`config.mk`:
```
export PLATFORM = sky130hd
export DESIGN_NAME = multdiv_sequencer_flat
export DESIGN_NICKNAME = d
export VERILOG_FILES = /design/src/rtl/multdiv_sequencer_if.sv /design/src/rtl/multdiv_sequencer.sv /design/src/flat_wrapper.sv
export SDC_FILE = /design/constraint.sdc
export NUM_CORES = 1
export LEC_CHECK = 0
export CAP_MARGIN = 30
export CELL_PAD_IN_SITES_DETAIL_PLACEMENT = 0
export CELL_PAD_IN_SITES_GLOBAL_PLACEMENT = 1
export CORE_MARGIN = 3
export CORE_UTILIZATION = 34
export CTS_BUF_LIST = sky130_fd_sc_hd__clkbuf_8
export CTS_CLUSTER_SIZE = 30
export DETAILED_ROUTE_END_ITERATION = 10
export PLACE_DENSITY_LB_ADDON = 0.2
export RECOVER_POWER = 100
export SLEW_MARGIN = 25
export SYNTH_ARGS = -nofsm -noshare
export SYNTH_HDL_FRONTEND = slang
export SYNTH_SLANG_ARGS = --single-unit
```
`constraint.sdc`:
```
create_clock -name clk -period 2 [get_ports clk]
set_input_delay 0.4 -clock clk [delete_from_list [all_inputs] [get_ports clk]]
set_output_delay 0.4 -clock clk [all_outputs]
set_load 0.01 [all_outputs]
```
`src/rtl/multdiv_sequencer_if.sv`:
```
// Control/status bundle between the multiply/divide sequencer and its datapath.
// The master side issues operation pulses and datapath flags; the slave side is the sequencer.
interface multdiv_sequencer_if;
   logic       ctrl_MULT;
   logic       ctrl_DIV;
   logic       divisor_zero;
   logic       mult_ovf;
   logic       load;
   logic       mult_step;
   logic       div_step;
   logic       busy;
   logic [5:0] iter_count;
   logic       data_resultRDY;
   logic       data_exception;
   logic [1:0] state_dbg;

   // ctrl_MULT/ctrl_DIV are single-cycle start pulses with no ready: a pulse
   // is always accepted and restarts the sequencer; data_resultRDY is a
   // one-cycle strobe that qualifies data_exception.
   modport master (
      output ctrl_MULT, ctrl_DIV, divisor_zero, mult_ovf,
      input  load, mult_step, div_step, busy, iter_count,
             data_resultRDY, data_exception, state_dbg
   );

   modport slave (
      input  ctrl_MULT, ctrl_DIV, divisor_zero, mult_ovf,
      output load, mult_step, div_step, busy, iter_count,
             data_resultRDY, data_exception, state_dbg
   );
endinterface

```
`src/rtl/multdiv_sequencer.sv`:
```
// Iteration sequencer for a shared multiply/divide datapath: LOAD, a fixed
// number of step cycles, then a one-cycle DONE strobe with an exception flag.
module multdiv_sequencer #(
   parameter int MULT_ITERS = 16,
   parameter int DIV_ITERS  = 32
) (
   input logic               clk,
   input logic               clr,
   multdiv_sequencer_if.slave bus
);

   typedef enum logic [1:0] {IDLE, LOAD, RUN, DONE} state_t;

   localparam logic [5:0] MULT_N = 6'(MULT_ITERS);
   localparam logic [5:0] DIV_N  = 6'(DIV_ITERS);

   state_t     state, state_n;
   logic       op, op_n;
   logic [5:0] iter, iter_n;
   logic       dz, dz_n;

   logic load, mult_step, div_step, busy, result_rdy, exception;

   always_ff @(posedge clk or posedge clr) begin
      if (clr) begin
         state <= IDLE;
         op    <= 1'b0;
         iter  <= 6'd0;
         dz    <= 1'b0;
      end else begin
         state <= state_n;
         op    <= op_n;
         iter  <= iter_n;
         dz    <= dz_n;
      end
   end

   always_comb begin
      state_n    = state;
      op_n       = op;
      iter_n     = iter;
      dz_n       = dz;
      load       = 1'b0;
      mult_step  = 1'b0;
      div_step   = 1'b0;
      busy       = 1'b0;
      result_rdy = 1'b0;
      exception  = 1'b0;

      case (state)
         IDLE: begin
         end
         LOAD: begin
            load = 1'b1;
            busy = 1'b1;
            if (op && bus.divisor_zero) begin
               state_n = DONE;
               dz_n    = 1'b1;
               iter_n  = 6'd0;
            end else begin
               state_n = RUN;
            end
         end
         RUN: begin
            busy      = 1'b1;
            mult_step = ~op;
            div_step  = op;
            // <= 1 rather than == 1 so a zero iteration count cannot wrap
            if (iter <= 6'd1) begin
               state_n = DONE;
               iter_n  = 6'd0;
            end else begin
               iter_n = iter - 6'd1;
            end
         end
         DONE: begin
            busy       = 1'b1;
            result_rdy = 1'b1;
            exception  = op ? dz : bus.mult_ovf;
            state_n    = IDLE;
         end
         default: state_n = IDLE;
      endcase

      // A start pulse overrides whatever is in flight; multiply has priority.
      if (bus.ctrl_MULT || bus.ctrl_DIV) begin
         state_n = LOAD;
         op_n    = ~bus.ctrl_MULT;
         iter_n  = bus.ctrl_MULT ? MULT_N : DIV_N;
         dz_n    = 1'b0;
      end
   end

   assign bus.load           = load;
   assign bus.mult_step      = mult_step;
   assign bus.div_step       = div_step;
   assign bus.busy           = busy;
   assign bus.iter_count     = iter;
   assign bus.data_resultRDY = result_rdy;
   assign bus.data_exception = exception;
   assign bus.state_dbg      = state;

endmodule

```
`src/flat_wrapper.sv`:
```
// flat-port wrapper written by rule: the top's interface ports become plain ports
module multdiv_sequencer_flat 
#(
   parameter int MULT_ITERS = 16,
   parameter int DIV_ITERS  = 32
)
  (clk, clr, bus_ctrl_MULT, bus_ctrl_DIV, bus_divisor_zero, bus_mult_ovf, bus_load, bus_mult_step, bus_div_step, bus_busy, bus_iter_count, bus_data_resultRDY, bus_data_exception, bus_state_dbg);
  multdiv_sequencer_if bus_i ();
  input logic clk;
  input logic clr;
  input wire logic [$bits(bus_i.ctrl_MULT)-1:0] bus_ctrl_MULT;
  input wire logic [$bits(bus_i.ctrl_DIV)-1:0] bus_ctrl_DIV;
  input wire logic [$bits(bus_i.divisor_zero)-1:0] bus_divisor_zero;
  input wire logic [$bits(bus_i.mult_ovf)-1:0] bus_mult_ovf;
  output wire logic [$bits(bus_i.load)-1:0] bus_load;
  output wire logic [$bits(bus_i.mult_step)-1:0] bus_mult_step;
  output wire logic [$bits(bus_i.div_step)-1:0] bus_div_step;
  output wire logic [$bits(bus_i.busy)-1:0] bus_busy;
  output wire logic [$bits(bus_i.iter_count)-1:0] bus_iter_count;
  output wire logic [$bits(bus_i.data_resultRDY)-1:0] bus_data_resultRDY;
  output wire logic [$bits(bus_i.data_exception)-1:0] bus_data_exception;
  output wire logic [$bits(bus_i.state_dbg)-1:0] bus_state_dbg;
  assign bus_i.ctrl_MULT = bus_ctrl_MULT;
  assign bus_i.ctrl_DIV = bus_ctrl_DIV;
  assign bus_i.divisor_zero = bus_divisor_zero;
  assign bus_i.mult_ovf = bus_mult_ovf;
  assign bus_load = bus_i.load;
  assign bus_mult_step = bus_i.mult_step;
  assign bus_div_step = bus_i.div_step;
  assign bus_busy = bus_i.busy;
  assign bus_iter_count = bus_i.iter_count;
  assign bus_data_resultRDY = bus_i.data_resultRDY;
  assign bus_data_exception = bus_i.data_exception;
  assign bus_state_dbg = bus_i.state_dbg;
  multdiv_sequencer #(.MULT_ITERS(MULT_ITERS), .DIV_ITERS(DIV_ITERS)) u_core (.clk(clk), .clr(clr), .bus(bus_i));
endmodule
```
==> metrics.txt <==
CP max-delay cell=clkdlybuf4s50_1; post-synthesis cell area=568 µm²; TritonCTS clock tree=built; global-route total usage across every layer=between 10% and 20%; final hold viol count=0; setup bufs post-CTS=0; clock root buffer=clkbuf_8; Max Buffers Root-to-Sink=2; CP cell instances=nor2b_2 > and2_0 > clkdlybuf4s50_1; post-DR wirelength/cell=approximately 13 µm; Setup crit end kind=output port; CTS buffer count=3; Post-Syn Instances=54; register area share after synthesis=44.1%; outcome=complete, no violations; 1st-pass router iterations=4; # rows=14; I/O Buffers=19; detailed placement HPWL=984 µm; Core ar.=about 1500 µm²; largest net degree at the start of global routing=11; Yosys reg bits=10; antenna violations before repair=0; crit-path leading delay family=buffers and inverters; clock sink count=10; Chip Height=46.9 µm; Synth Warn #=0; CTS H-tree lvls=1; GRT overflow=0; RSZ-0062 raised after global routing=no; die area=roughly 2200 µm²; critical path type=flop to output port; Worst Path Max Fanout=6; Finished Core Util=59.2%; worst path bufs/invs=1; CP Data Arrival Time=between 1000 and 1500 ps; post-synthesis net count=62; distinct cell type count after synthesis=27; DR iter-0 viols=11; routed vias/inst=a little over 5; Leakage=0.446 nW; cts hold-fix bufs=0; first-pass GRT wire length=roughly 2.2 mm; Slew HR=69.0%; Post-Syn Area per Cell=10.5 µm²; Max Clk Rate=0.529 GHz; Clock transition at path regs=50 ps; setup TNS=0 ps; fillcell total=145; layout cells sized above 1=24.4%; clk_lat worst skew=240 ps; starting density of the core=36.9%; via count=519; pwr/cell area=between 600 and 700 nW/µm²; Least-Margin Pin Slew=~460 ps; period utilization=94.5%; min Tclk post-route=between 1500 and 2000 ps; pre-CTS WS=38.3 ps; Detailed Route WL=about 1.3 mm; Final GP Congestion=0.751; number of global-route vias before repair=486; commonest non-fill, non-tap cell in the layout=dlygate4sd3_1; Final ANT Viol Nets=0; smallest setup slack after layout=roughly 110 ps; Min-Delay Path Class=flop to flop; worst IR drop on VDD=around 0.00031 V; Synth-to-Final Area Change=60.6%; Setup crit start kind=flop; post_cts resized=0; Max Slew Vio Count=0; number of remaining DRC errors=0; most frequent cells in the layout=dlygate4sd3_1 (12), dfrtp_1 (10), buf_4 (7); chip width=about 47 µm; Fin Clk Skew=3.27 ps; final setup vio count=0; Max Cap Viol=0; critical path's largest stage delay=530 ps; nets@finish=between 90 and 100; CP required=1600 ps; I/O pin count=20; Ant. Diodes=0
-- final timing paths --
| kind | depth (start not counted) | slack (ps) | end | startpoint |
|---|---|---|---|---|
| worst max-delay path | 3 | 110 | bus_div_step | u_core.bus.state_dbg[1] |
| worst min-delay path | 1 | 490 | u_core.dz | u_core.dz |
| worst max register to register | 4 | 180 | u_core.bus.iter_count[4] | u_core.bus.iter_count[2] |
| worst min register to register | 1 | 490 | u_core.dz | u_core.dz |
| max in group asynchronous | 2 | 1150 | u_core.bus.iter_count[5] | clr |
| min in group asynchronous | 2 | 580 | u_core.bus.state_dbg[0] | clr |
-- state kept, by name (all words and copies together) (netlist names) --
register               count
u_core.dz                  1
u_core.op                  1
u_core.bus.state_dbg       2
u_core.bus.iter_count      6
-- metal layers --
layer / share of wire (%) / global-route usage [%] / vias to the layer above
met3: 6.0 / 4.98 / 4
met4: 2.3 / 9.94 / 0
li1: - / - / 260
met2: 47 / 22.0 / 17
met5: 0 / 0 / -
met1: 45 / 18.8 / 238
-- kinds of logic (layout without fill, tap and decap cells) --
group	Yosys count	in the layout	synth area share (%)
AND/OR/NAND/NOR	23	23	25.8
AO/OA/AOI/OAI	12	12	17.6
adder cells (fa/ha/maj)	2	2	4.40
buffers and inverters	5	37	4.62
multiplexers	2	2	3.52
flip-flops	10	10	44.1
-- synthesized netlist by cell type, drive strengths merged --
| library cell | count | area (µm²) |
|---|---|---|
| mux2i | 2 | 20.0 |
| inv | 4 | 15.0 |
| a21o | 1 | 8.76 |
| a211o | 1 | 8.76 |
| o21a | 2 | 15.0 |
| and4b | 1 | 10.0 |
| o21bai | 1 | 11.3 |
| or2 | 1 | 6.26 |
| o21ai | 3 | 15.0 |
| o22ai | 1 | 6.26 |
| dfrtp | 10 | 250 |
| nor2b | 4 | 25.0 |
| o311ai | 1 | 16.3 |
| or4 | 2 | 18.8 |
| or3 | 1 | 6.26 |
| o2bb2ai | 1 | 8.76 |
| a221o | 1 | 10.0 |
| and2 | 3 | 20.0 |
| nor2 | 5 | 18.8 |
| nor4b | 1 | 8.76 |
| buf | 1 | 11.3 |
| ha | 2 | 25.0 |
| nor3b | 3 | 22.5 |
| nor3 | 2 | 10.0 |
-- stage by stage --
stage	area (µm²)	power [mW]	std cells	hold slack, ps
CTS	897	0.573	102	460
global route	912	0.596	102	533
floorplan	568	0.264	54	240
global placement	842	0.315	98	481
finish	912	0.563	102	493
detailed placement	842	0.316	98	492
-- layout make-up --
type                    count  area (µm²)  share of cell area [%]
multi-input cells          39         304                    33.3
repair buffers             29         268                    29.4
flip-flops and latches     10         250                    27.4
clock buffers               4        55.1                    6.04
well taps                  16        20.0                    2.19
inverters                   4        15.0                    1.65
-- power by group --
| group | switching [mW] | internal, mW |
|---|---|---|
| clock | 0.0813 | 0.173 |
| combinational | 0.0375 | 0.0506 |
| sequential | 0.00903 | 0.211 |
Note: power is estimated with default switching activity, not from simulation.
